**src/rtl/clockworks_pkg.sv**
```systemverilog
// rtl/clockworks_pkg.sv - shared types and helpers for the clockworks reset slice
package clockworks_pkg;

  typedef enum logic [1:0] {
    IDLE = 2'd0,
    RUN  = 2'd1,
    FIRE = 2'd2
  } wdt_state_t;

  localparam int WDT_FIRE_CNT_W = 8;

  // Saturating increment for the fire counter: holds at all-ones.
  function automatic logic [WDT_FIRE_CNT_W-1:0] fire_cnt_inc(
    input logic [WDT_FIRE_CNT_W-1:0] c
  );
    if (c == {WDT_FIRE_CNT_W{1'b1}}) begin
      return c;
    end
    return c + WDT_FIRE_CNT_W'(1);
  endfunction

endpackage

```
**src/rtl/watchdog_reset.sv**
```systemverilog
// rtl/watchdog_reset.sv - heartbeat watchdog driving a timed active-low reset pulse
module watchdog_reset
  import clockworks_pkg::*;
#(
  parameter int TIMEOUT = 1000000,
  parameter int WARN    = 750000,
  parameter int PULSE   = 16
) (
  input  logic                      clk,
  input  logic                      reset,
  input  logic                      enable,
  input  logic                      kick,
  input  logic                      status_clr,
  output logic                      wdt_resetn,
  output logic                      warn,
  output logic                      expired,
  output logic [WDT_FIRE_CNT_W-1:0] fire_cnt
);

  // Count only ever reaches TIMEOUT-1, so this width never wraps.
  localparam int CNT_W   = $clog2(TIMEOUT + 1);
  localparam int PULSE_W = $clog2(PULSE + 1);

  localparam logic [CNT_W-1:0]   TERM_CNT  = CNT_W'(TIMEOUT - 1);
  localparam logic [CNT_W-1:0]   WARN_CNT  = CNT_W'(WARN);
  localparam logic [PULSE_W-1:0] PULSE_END = PULSE_W'(PULSE);

  wdt_state_t         state;
  logic [CNT_W-1:0]   count;
  logic [PULSE_W-1:0] pulse_cnt;
  logic [CNT_W-1:0]   count_inc;

  assign count_inc = count + CNT_W'(1);

  // Watchdog FSM; every output is a register so wdt_resetn cannot glitch.
  // In FIRE, pulse_cnt steps 0..PULSE-1 with wdt_resetn low, and the cycle it
  // reaches PULSE releases the reset and drops back to IDLE (enable must re-arm).
  always_ff @(posedge clk) begin
    if (reset) begin
      state      <= IDLE;
      count      <= '0;
      pulse_cnt  <= '0;
      wdt_resetn <= 1'b1;
      warn       <= 1'b0;
      expired    <= 1'b0;
      fire_cnt   <= '0;
    end else begin
      // A fire entry later in this block overrides the clear.
      if (status_clr) begin
        expired <= 1'b0;
      end

      case (state)
        IDLE: begin
          count      <= '0;
          warn       <= 1'b0;
          wdt_resetn <= 1'b1;
          if (enable) begin
            state <= RUN;
          end
        end

        RUN: begin
          if (!enable) begin
            state <= IDLE;
            count <= '0;
            warn  <= 1'b0;
          end else if (kick) begin
            count <= '0;
            warn  <= 1'b0;
          end else if (count == TERM_CNT) begin
            state     <= FIRE;
            count     <= '0;
            pulse_cnt <= '0;
            warn      <= 1'b0;
            expired   <= 1'b1;
            fire_cnt  <= fire_cnt_inc(fire_cnt);
          end else begin
            count <= count_inc;
            warn  <= (count_inc >= WARN_CNT);
          end
        end

        FIRE: begin
          if (pulse_cnt == PULSE_END) begin
            state      <= IDLE;
            pulse_cnt  <= '0;
            wdt_resetn <= 1'b1;
          end else begin
            pulse_cnt  <= pulse_cnt + PULSE_W'(1);
            wdt_resetn <= 1'b0;
          end
        end

        default: begin
          state      <= IDLE;
          wdt_resetn <= 1'b1;
          warn       <= 1'b0;
        end
      endcase
    end
  end

endmodule
```
**config.mk**
```make
export PLATFORM = sky130hd
export DESIGN_NAME = watchdog_reset
export DESIGN_NICKNAME = d
export VERILOG_FILES = /design/src/rtl/clockworks_pkg.sv /design/src/rtl/watchdog_reset.sv
export SDC_FILE = /design/constraint.sdc
export NUM_CORES = 1
export LEC_CHECK = 0
export BUFFER_PORTS_ARGS = -buffer_cell sky130_fd_sc_hd__clkbuf_2
export CAP_MARGIN = 10
export CELL_PAD_IN_SITES_DETAIL_PLACEMENT = 1
export CELL_PAD_IN_SITES_GLOBAL_PLACEMENT = 1
export CORE_UTILIZATION = 30
export CTS_CLUSTER_SIZE = 24
export DETAILED_ROUTE_END_ITERATION = 16
export HOLD_SLACK_MARGIN = 0.15
export PLACE_DENSITY_LB_ADDON = 0.1
export RECOVER_POWER = 50
export SYNTH_ARGS = -nofsm -noshare
export SYNTH_HDL_FRONTEND = slang
export SYNTH_SLANG_ARGS = --single-unit
```
**constraint.sdc**
```tcl
create_clock -name clk -period 2.31 [get_ports clk]
set_input_delay 0.3465 -clock clk [delete_from_list [all_inputs] [get_ports clk]]
set_output_delay 0.3465 -clock clk [all_outputs]
set_load 0.01 [all_outputs]
```
---- After elaboration in Yosys (flattened, before gate mapping) ----
Index checks and enable logic that the tools add are counted.
word-level totals
  output and inout bits ................... 11
  word-level logic and storage cells ...... 64
  flip-flop bits (word level) ............. 38
operators by class
  equal/unequal tests ..................... 13
  multiplexer cells ....................... 33
  bitwise operators ....................... 1
  add/subtract/negate cells ............... 3
  magnitude comparators ................... 1
  reductions and logical operators ........ 6
operator list
  kind                                                       number
  two-way mux 20 bit                                         3
  case mux 20 bit (2 select lines)                           1
  adder 20 x 1 -> 20 bit, second input constant              1
  equality test 20 bit, second input constant                1
  greater-or-equal comparator 20 bit, second input constant  1
  two-way mux 5 bit                                          4
  two-way mux 1 bit                                          15
  inequality test 2 bit, second input constant               6
  two-way mux 2 bit                                          5
  case mux 5 bit (2 select lines)                            1
  adder 8 x 1 -> 8 bit, second input constant                1
  equality test 8 bit, second input constant                 1
  two-way mux 8 bit                                          1
  AND reduction 4 bit                                        2
  inequality test 3 bit, second input constant               2
  case mux 2 bit (3 select lines)                            1
  adder 5 x 1 -> 5 bit, second input constant                1
  equality test 5 bit, second input constant                 1
  AND reduction 5 bit                                        1
  case mux 1 bit (2 select lines)                            2
  nonzero test 2 bit                                         2
  equality test 2 x 1 -> 1 bit, second input constant        1
  equality test 2 bit, second input constant                 1
  logical NOT 2 bit                                          1
  NOT 1 bit                                                  1

---- Depth between registers and ports, before layout ----
Gate-level depths: netlist (run 1).
  depth in word-level cells ............... 9
  mapped depth ............................ 8
  depth with buffers taken out ............ 8

---- Least setup slack after synthesis (run 1) ----
Ideal clock, no wire load.
  path kind ............................... flip-flop to flip-flop
  start ................................... register count[0]
  end ..................................... register count[1]
  data required time ...................... 2.182 ns
  stages on the path, launching flop included .. 9
  library setup time ...................... 0.128 ns
  setup slack ............................. 0.242 ns
  arrival ................................. 1.940 ns
  buffers on the path ..................... 1
  cell sequence ........................... dfxtp_1 > ha_1 > and4_4 > nand2_4 > nor4_4 > nor2_1 > clkbuf_1 > a22oi_1 > nor2_1
between the ends
  longest elaborated chain between the ends .. 5
RTL lines
  what                                                                   RTL line                                    text
  start: declaration                                                     watchdog_reset.sv:29                        logic [CNT_W-1:0] count;
  start signal: assignment                                               watchdog_reset.sv:79                        count <= count_inc;
  adder 20 x 1 -> 20 bit / equality test 20 bit (equally long branches)  watchdog_reset.sv:33, watchdog_reset.sv:71
  two-way mux 20 bit *                                                   watchdog_reset.sv:71                        end else if (count == TERM_CNT) begin
  two-way mux 20 bit *                                                   watchdog_reset.sv:68                        end else if (kick) begin
  two-way mux 20 bit *                                                   watchdog_reset.sv:64                        if (!enable) begin
  case mux 20 bit (2 select lines) *                                     watchdog_reset.sv:53                        case (state)
Every way passes the cells marked *; elsewhere a longest branch is shown, timed or not.
A chain may end at the register's enable or synchronous reset.

---- Final worst setup path (run 1) ----
  start ................................... register count[0]
  end ..................................... register fire_cnt[5]
between the ends
  longest elaborated chain between the ends .. 2
RTL lines
  what                           RTL line              text
  equality test 20 bit           watchdog_reset.sv:71
  AND reduction 5 bit (no line)  --
  end signal: assignment         watchdog_reset.sv:77  fire_cnt <= fire_cnt_inc(fire_cnt);
  end: declaration               watchdog_reset.sv:17  output logic [WDT_FIRE_CNT_W-1:0] fire_cnt
Every way passes these cells.

==> results of run 1 <==
==> per-layer routing <==
metal,global-route usage,part of all wire,vias to the layer above
li1,-,-,1126
met1,0.281,0.53,1091
met2,0.294,0.43,37
met3,0.0326,0.027,10
met4,0.0572,0.014,0
met5,0,0,-
==> state kept, by name, indices dropped and copies added, names as in the netlist <==
| signal | count |
|---|---|
| count | 20 |
| expired | 1 |
| fire_cnt | 8 |
| pulse_cnt | 5 |
| state | 2 |
| warn | 1 |
| wdt_resetn | 1 |
==> cells in the final DEF (no fill, tap or decap), types with 3 or more instances in the layout <==
cell type and instances:
nand3_1 16, and3_1 5, a31oi_1 3, nand2_1 22
nor2_1 34, xnor2_1 9, buf_4 25, dfxtp_1 38
a211oi_1 4, nor3_1 11, inv_1 8, nand4_1 8
a311oi_1 9, ha_1 4, nand2b_1 5, nand3b_1 5
clkbuf_2 4, o21ai_0 17, a22oi_1 4, nor4_1 6
nand4b_1 3, a21oi_1 20, clkbuf_1 14, clkbuf_8 5
==> cells by family (layout without fill, tap and decap cells) <==
logic type,after synthesis,after routing,share of synthesized area
mux,1,1,0.00443
xor+xnor,10,10,0.0388
simple gates,139,139,0.354
compound gates,68,68,0.194
buf+inv,25,59,0.0498
fa+ha+maj,4,4,0.0221
flops,38,38,0.337
==> final cells by class <==
class / count / area [um2]
Fill cell: 910 / 4580
Tap cell: 99 / 124
Multi-Input combinational cell: 222 / 1390
Timing Repair Buffer: 42 / 256
Inverter: 9 / 33.8
Clock inverter: 2 / 37.5
Sequential cell: 38 / 761
Clock buffer: 6 / 72.6
==> power breakdown <==
part | switching (mW) | leakage [nW] | internal, mW
logic | 0.0242 | 0.472 | 0.0102
clock network | 0.260 | 0.0514 | 0.323
registers | 0.00103 | 0.306 | 0.656
total | 0.285 | 0.830 | 0.988
==> stage by stage <==
stage | utilization | total power [mW]
after detailed placement | 0.356 | 0.707
after CTS | 0.371 | 1.29
after global routing | 0.368 | 1.32
after global placement | 0.356 | 0.706
after floorplan | - | 0.692
final | 0.368 | 1.27
==> worst paths after layout <==
path / cells after the start / to / start
max reg2reg: 7 / fire_cnt[5]$_SDFFE_PP0P_ / count[0]$_SDFFE_PP0P_
min reg2reg: 2 / expired$_SDFF_PP0_ / expired$_SDFF_PP0_
max: 7 / fire_cnt[5]$_SDFFE_PP0P_ / count[0]$_SDFFE_PP0P_
min: 3 / state[0]$_SDFFE_PP0P_ / enable
==> critical path: stages (launching register included) <==
cell and delay (ns):
dfxtp_1 0.33, ha_1 0.19, and4_4 0.26, nand2_4 0.08, or4_4 0.64, nor4_1 0.34
xnor2_1 0.16, nor2_1 0.05
==> results_dict.tcl, run 1 <==
set metrics [dict create \
    postLayoutCellArea_um2 2670 \
    end_kind "register" \
    grt_pass1_wl_um 11600 \
    slew_headroom 0.680 \
    postRouteAntennaNets 0 \
    synth_enable_flop_cells 0 \
    coreArea_um2 7250 \
    antenna_found_initial 0 \
    fin_setup_tns_ns 0 \
    ctsLongestPathBuffers 2 \
    syn_nets 294 \
    cts_made_buffers 5 \
    tightest_slew_ns 0.476 \
    place_hpwl_um 4940 \
    async_flop_share 0 \
    ys_ff_latch 38 \
    place_area_um2 2580 \
    min_period_over_period 0.943 \
    finClkSkew_ns 0.00956 \
    routabilityCongestion 0.821 \
    io_buffers 15 \
    yosysSeqAreaShare 0.337 \
    pin_count 16 \
    dr.pass1.iters 4 \
    wire_per_inst_um 16.6 \
    synthToLayoutAreaGrowth_pct 18.2 \
    syn_avg_cell_area_um2 7.93 \
    synthesis.area_um2 2260 \
    yosysTopAreaCell "dfxtp_1" \
    start_util 0.312 \
    cp-start-kind "register" \
    yosysTopAreaCellShare 0.337 \
    rrSetupSlack_ns 0.13 \
    overflow 0 \
    drt_first_iter_violations 76 \
    layout-drive-gt1-share 0.163 \
    ctsHoldBuffers 0 \
    fmax_mhz 459 \
    synth.most_common_cell "dfxtp_1" \
    vias 2264 \
    die-height_um 88.8 \
    htree_levels 2 \
    cp_data_required_time_ns 2.49 \
    setup_viol 0 \
    cts_resized 0 \
    finalMaxSlewViolations 0 \
    finalNetCount 327 \
    cts.clk_slew.worst_paths_ns 0.08 \
    routed_via_density 5.42 \
    layout_setup_ws_ns 0.131 \
    rows 31 \
    peakVddDrop_mv 0.174 \
    wl_um 6920 \
    die-area_um2 7880 \
    power.density_nw_per_um2 477 \
    diodes 0 \
    timing_hold_violations_final 0 \
    post_cts_buffers 0 \
    final_cell_count_no_fill 418 \
    hp-class "primary input to register" \
    status "complete, no violations" \
    cts_sinks 38 \
    synth-main-ff-cell "dfxtp_1" \
    power.leakage_nw 0.830 \
    cts_root_buffer "clkbuf_8" \
    pre_cts_ws_ns 0.115 \
    crit_fanout 13 \
    rsz0062_at_grt "no" \
    grt_pass1_vias 2242 \
    arrival_ns 2.36 \
    syn_inst 285 \
    die_w_um 88.8 \
    clk_latency_ns 0.30 \
    cap_violations 0 \
    whs_ns 0.270 \
    netlist_top_cells_area "dfxtp_1 (34%), nor2_1 (5.6%), a21oi_1 (4.4%)" \
    dp.cells 410 \
    tritoncts "yes" \
    grt_usage 0.194 \
    synth_common_cells "dfxtp_1 (38), nor2_1 (34), nand2_1 (22)" \
    synth_warnings 0 \
    synth.distinct_cells 57 \
    drc 0 \
    fin_crit_ns 2.18 \
    grt_max_degree 28 \
    crit_type "register to register" \
]
No activity file was read; power rests on OpenSTA's default activity.
==> inputs of run 2 (changes only) <==
--- a/config.mk
+++ b/config.mk
@@ -9,7 +9,9 @@
 export CAP_MARGIN = 10
 export CELL_PAD_IN_SITES_DETAIL_PLACEMENT = 1
 export CELL_PAD_IN_SITES_GLOBAL_PLACEMENT = 1
+export CORE_MARGIN = 2
 export CORE_UTILIZATION = 30
+export CTS_BUF_LIST = sky130_fd_sc_hd__clkbuf_4 sky130_fd_sc_hd__clkbuf_8
 export CTS_CLUSTER_SIZE = 24
 export DETAILED_ROUTE_END_ITERATION = 16
 export HOLD_SLACK_MARGIN = 0.15
==> run 2 against run 1 <==
Compared with the run above: worst setup slack better by 0.022 ns; sequential power about the same; register-to-register slack better by 0.02 ns; die area up 4.6%.
==> results_dict.tcl, run 2 (same netlist as run 1, synthesis figures left out) <==
set metrics [dict create \
    tritoncts "yes" \
    fin_setup_tns_ns 0 \
    cp-start-kind "register" \
    drc 0 \
    setup_viol 0 \
    r2r_start "count[1]$_SDFFE_PP0P_" \
    hp-start "enable" \
    fin_crit_ns 2.16 \
    htree_levels 2 \
    power.density_nw_per_um2 516 \
    grt_pass1_wl_um 11800 \
    finClkSkew_ns 0.00476 \
    dr.pass1.iters 4 \
    grt_pass1_vias 2337 \
    ctsLongestPathBuffers 2 \
    seq_area_um2 761 \
    ctsHoldBuffers 0 \
    cts_made_buffers 5 \
    largest_reg_flops 20 \
    start_util 0.310 \
    cts_resized 0 \
    post_cts_buffers 0 \
    coreArea_um2 7290 \
    whs_path_depth 3 \
    postLayoutCellArea_um2 2690 \
    cts_sinks 38 \
    wire_per_inst_um 16.6 \
    routed_via_density 5.45 \
    overflow 0 \
    rsz0062_at_grt "no" \
    min_period_over_period 0.934 \
    power.leakage_nw 0.858 \
    hp-class "primary input to register" \
    pin_count 16 \
    crit_fanout 13 \
    finalNetCount 328 \
    final_cell_mix "dfxtp_1 (38), nor2_1 (34), buf_4 (27)" \
    diodes 0 \
    layout-drive-gt1-share 0.169 \
    status "complete, no violations" \
    wl_um 6940 \
    drt_first_iter_violations 129 \
    r2r_cells 7 \
    die_w_um 90.8 \
    grt_max_degree 23 \
    cap_violations 0 \
    place_area_um2 2590 \
    top_regs "count x20, fire_cnt x8, pulse_cnt x5" \
    cts.clk_slew.worst_paths_ns 0.08 \
    arrival_ns 2.34 \
    clk_latency_ns 0.29 \
    place_hpwl_um 4990 \
    total_power_mw 1.39 \
    antenna_found_initial 0 \
    io_buffers 15 \
    multi_input_area_um2 1370 \
    vias 2284 \
    synthToLayoutAreaGrowth_pct 19.1 \
    timing.rr.end "fire_cnt[5]$_SDFFE_PP0P_" \
    slew_headroom 0.690 \
    peakVddDrop_mv 0.352 \
    whs_endpoint "state[0]$_SDFFE_PP0P_" \
    end_kind "register" \
    routabilityCongestion 0.775 \
    final_common_cell "dfxtp_1" \
    die-height_um 90.8 \
    fmax_mhz 464 \
    rrSetupSlack_ns 0.15 \
    cp_data_required_time_ns 2.50 \
    timing_hold_violations_final 0 \
    die-area_um2 8240 \
    rows 31 \
    num-fill-cells 923 \
    grt_usage 0.175 \
    largest_register "count" \
    tightest_slew_ns 0.462 \
    crit_type "register to register" \
    finalMaxSlewViolations 0 \
    cts_root_buffer "clkbuf_8" \
    postRouteAntennaNets 0 \
]
## run 2: changes by cell type in the layout (fill, tap and decap cells not counted), sizes merged
| cell | change |
|---|---|
| clkinv | +1 |
| bufinv | +1 |
| buf | +2 |
| clkbuf | -2 |
| clkinvlp | -1 |
## run 2: how the worst max path moves through the flow
stage                                          end                   from  slack, ns  depth (start not counted)
after detailed placement  fire_cnt[5]$_SDFFE_PP0P_  count[1]$_SDFFE_PP0P_       0.13                          7
after CTS                 fire_cnt[5]$_SDFFE_PP0P_  count[1]$_SDFFE_PP0P_       0.13                          7
after global routing             warn$_SDFFE_PP0N_  count[2]$_SDFFE_PP0P_       0.02                          7
after global placement    fire_cnt[7]$_SDFFE_PP0P_  count[0]$_SDFFE_PP0P_       0.21                          7
final                     fire_cnt[5]$_SDFFE_PP0P_  count[1]$_SDFFE_PP0P_       0.15                          7
after floorplan              count[1]$_SDFFE_PP0P_  count[0]$_SDFFE_PP0P_       0.24                          8
## run 2: area by class of cell
type | count | share of cell area
multi-input cells | 222 | 0.508
repair buffers | 43 | 0.100
flip-flops and latches | 38 | 0.283
clock buffers | 5 | 0.0256
well taps | 99 | 0.0460
inverters | 9 | 0.0126
clock inverters | 3 | 0.0256
## run 2: layer usage
layer / GRT usage / up-vias / routed length (um) / part of all wire
met5: 0 / - / 0 / 0
li1: - / 1127 / - / -
met1: 0.248 / 1120 / 3620 / 0.52
met4: 0.0417 / 0 / 56 / 0.0081
met3: 0.0301 / 4 / 195 / 0.028
met2: 0.277 / 33 / 3070 / 0.44
## run 2: stage by stage
step           setup slack, ns  std cells   util  hold WS (ns)
4_1_cts                  0.127        419  0.374         0.266
2_1_floorplan            0.242        285      -         0.447
5_1_grt                 0.0151        419  0.369         0.279
3_5_place_dp             0.128        411  0.355         0.470
6_report                 0.154        419  0.369         0.270
3_3_place_gp             0.212        411  0.355         0.473
## run 2: worst max-delay path, stage by stage, from the launching register on
cell	delay, ns
dfxtp_1	0.34
ha_1	0.16
and4_4	0.25
nand2_4	0.09
or4_4	0.64
nor4_1	0.36
xnor2_1	0.16
nor2_1	0.05
## run 2: power breakdown
group / switching [mW] / internal, mW
logic: 0.0237 / 0.0108
registers: 0.00109 / 0.656
clock network: 0.264 / 0.433
total: 0.289 / 1.10
==> inputs of run 3 (changes only) <==
--- a/config.mk
+++ b/config.mk
@@ -10,7 +10,7 @@
 export CELL_PAD_IN_SITES_DETAIL_PLACEMENT = 1
 export CELL_PAD_IN_SITES_GLOBAL_PLACEMENT = 1
 export CORE_MARGIN = 2
-export CORE_UTILIZATION = 30
+export CORE_UTILIZATION = 38
 export CTS_BUF_LIST = sky130_fd_sc_hd__clkbuf_4 sky130_fd_sc_hd__clkbuf_8
 export CTS_CLUSTER_SIZE = 24
 export DETAILED_ROUTE_END_ITERATION = 16
==> run 3 against run 2 <==
Compared with the run above: worst setup slack better by 0.018 ns; clock skew up 0.0042 ns; critical path depth unchanged; hold slack lost 0.0017 ns; sequential share of layout area fell by 0.16 points; clock-buffer cell count did not move; sequential cell count is the same; clock power grew 2%; first-iteration DRC count down 26%; final area increased by 0.56%; via count up 0.61%; sequential power hardly changed; largest cell class unchanged.
==> results_dict.tcl, run 3 (same netlist as run 1, synthesis figures left out) <==
set metrics [dict create \
    cts_made_buffers 5 \
    top_regs "count x20, fire_cnt x8, pulse_cnt x5" \
    final_cell_mix "dfxtp_1 (38), nor2_1 (34), buf_4 (28)" \
    start_util 0.389 \
    power_frac_comb 0.023 \
    largest_register "count" \
    rsz0062_at_grt "no" \
    p_int_mw 1.10 \
    setup_viol 0 \
    die_w_um 81.1 \
    total_power_mw 1.40 \
    die-height_um 81.1 \
    timing_hold_violations_final 0 \
    crit_type "register to register" \
    postRouteAntennaNets 0 \
    peakVddDrop_mv 0.286 \
    htree_levels 2 \
    hp-class "primary input to register" \
    place_hpwl_um 4790 \
    crit_fanout 13 \
    wire_per_inst_um 17.2 \
    antenna_found_initial 0 \
    largest_reg_flops 20 \
    fin_setup_tns_ns 0 \
    final_common_cell "dfxtp_1" \
    grt_pass1_wl_um 11200 \
    wl_um 6820 \
    drt_first_iter_violations 95 \
    slew_headroom 0.602 \
    post_cts_buffers 0 \
    rows 28 \
    grt_usage 0.222 \
    coreArea_um2 5820 \
    routed_via_density 5.80 \
    power.density_nw_per_um2 519 \
    routabilityCongestion 0.847 \
    power.switching_mw 0.304 \
    diodes 0 \
    end_kind "register" \
    arrival_ns 2.34 \
    layout-drive-gt1-share 0.184 \
    die-area_um2 6580 \
    pin_count 16 \
    drc 0 \
    clk_latency_ns 0.30 \
    vias 2298 \
    p_seq_frac 0.468 \
    fmax_mhz 468 \
    rrSetupSlack_ns 0.17 \
    finalMaxSlewViolations 0 \
    grt_max_degree 28 \
    finalNetCount 329 \
    tritoncts "yes" \
    fin_crit_ns 2.14 \
    cp_data_required_time_ns 2.51 \
    cts_root_buffer "clkbuf_8" \
    power.leakage_nw 0.861 \
    grt_pass1_vias 2307 \
    cts.clk_slew.worst_paths_ns 0.09 \
    finClkSkew_ns 0.00892 \
    min_period_over_period 0.926 \
    synthToLayoutAreaGrowth_pct 19.8 \
    pwr-share-clk 0.509 \
    switching_share 0.217 \
    dr.pass1.iters 5 \
    cp-start-kind "register" \
    ctsLongestPathBuffers 2 \
    io_buffers 15 \
    tightest_slew_ns 0.597 \
    status "complete, no violations" \
    cts_sinks 38 \
    cap_violations 0 \
    overflow 0 \
]
run 3: changes by cell type in the layout (fill, tap and decap cells not counted):
cell / previous run / this run
nor3_1: 12 / 11
nor4_1: 7 / 4
nor4bb_1: 1 / 0
clkbuf_2: 5 / 4
nor3_2: 1 / 2
nor4_4: 1 / 2
clkbuf_1: 11 / 12
nor4_2: 1 / 3
nor4bb_2: 0 / 1
buf_4: 27 / 28
run 3: path summary, 6_finish.rpt:
check,startpoint,endpoint,depth (start not counted)
hold reg to reg,expired$_SDFF_PP0_,expired$_SDFF_PP0_,2
setup / recovery,count[0]$_SDFFE_PP0P_,fire_cnt[7]$_SDFFE_PP0P_,7
hold / removal,enable,state[0]$_SDFFE_PP0P_,3
setup reg to reg,count[0]$_SDFFE_PP0P_,fire_cnt[7]$_SDFFE_PP0P_,7
run 3: layout make-up:
type | instances | area (um2)
fillers | 743 | 3110
well taps | 75 | 93.8
inverters | 9 | 33.8
flip-flops and latches | 38 | 761
multi-input cells | 222 | 1410
clock inverters | 3 | 68.8
repair buffers | 44 | 275
clock buffers | 5 | 68.8
run 3: power by group through the flow:
stage / Clock (mW) / Sequential, mW / Combinational (mW)
3_5_place_dp: 0 / 0.672 / 0.0343
6_report: 0.714 / 0.657 / 0.0328
3_3_place_gp: 0 / 0.672 / 0.0335
5_1_grt: 0.754 / 0.657 / 0.0373
4_1_cts: 0.722 / 0.657 / 0.0344
2_1_floorplan: 0 / 0.672 / 0.0200
run 3: worst max-delay path, cell delays in order (launching register included):
cell and delay [ns]:
dfxtp_1 0.34, ha_1 0.19, and4_4 0.25, nand2_4 0.09, or4_4 0.64, nor4_1 0.32
xnor2_1 0.16, nor2_1 0.05
run 3: through the flow:
step / utilization / setup WS (ns) / cells / instance area (um2) / hold WS [ns]
floorplan: - / 0.242 / 285 / 2260 / 0.447
global placement: 0.441 / 0.141 / 388 / 2570 / 0.478
detailed placement: 0.441 / 0.101 / 388 / 2570 / 0.480
CTS: 0.465 / 0.0863 / 396 / 2710 / 0.264
global route: 0.465 / 0.0495 / 396 / 2710 / 0.268
finish: 0.465 / 0.172 / 396 / 2710 / 0.268
run 3: per-layer routing:
metal  vias to the layer above  track usage  routed length (um)  part of all wire
met5                         -            0                   0                 0
met4                         0       0.0712                 100             0.015
met3                         7       0.0422                 216             0.032
met2                        33        0.396                3550              0.52
met1                      1125        0.267                2950              0.43
li1                       1133            -                   -                 -
run 3: what timing repair did:
item,4_1_cts,5_1_grt
resized for setup,0,3
endpoints found under the setup margin,0,3
hold buffers,0,0
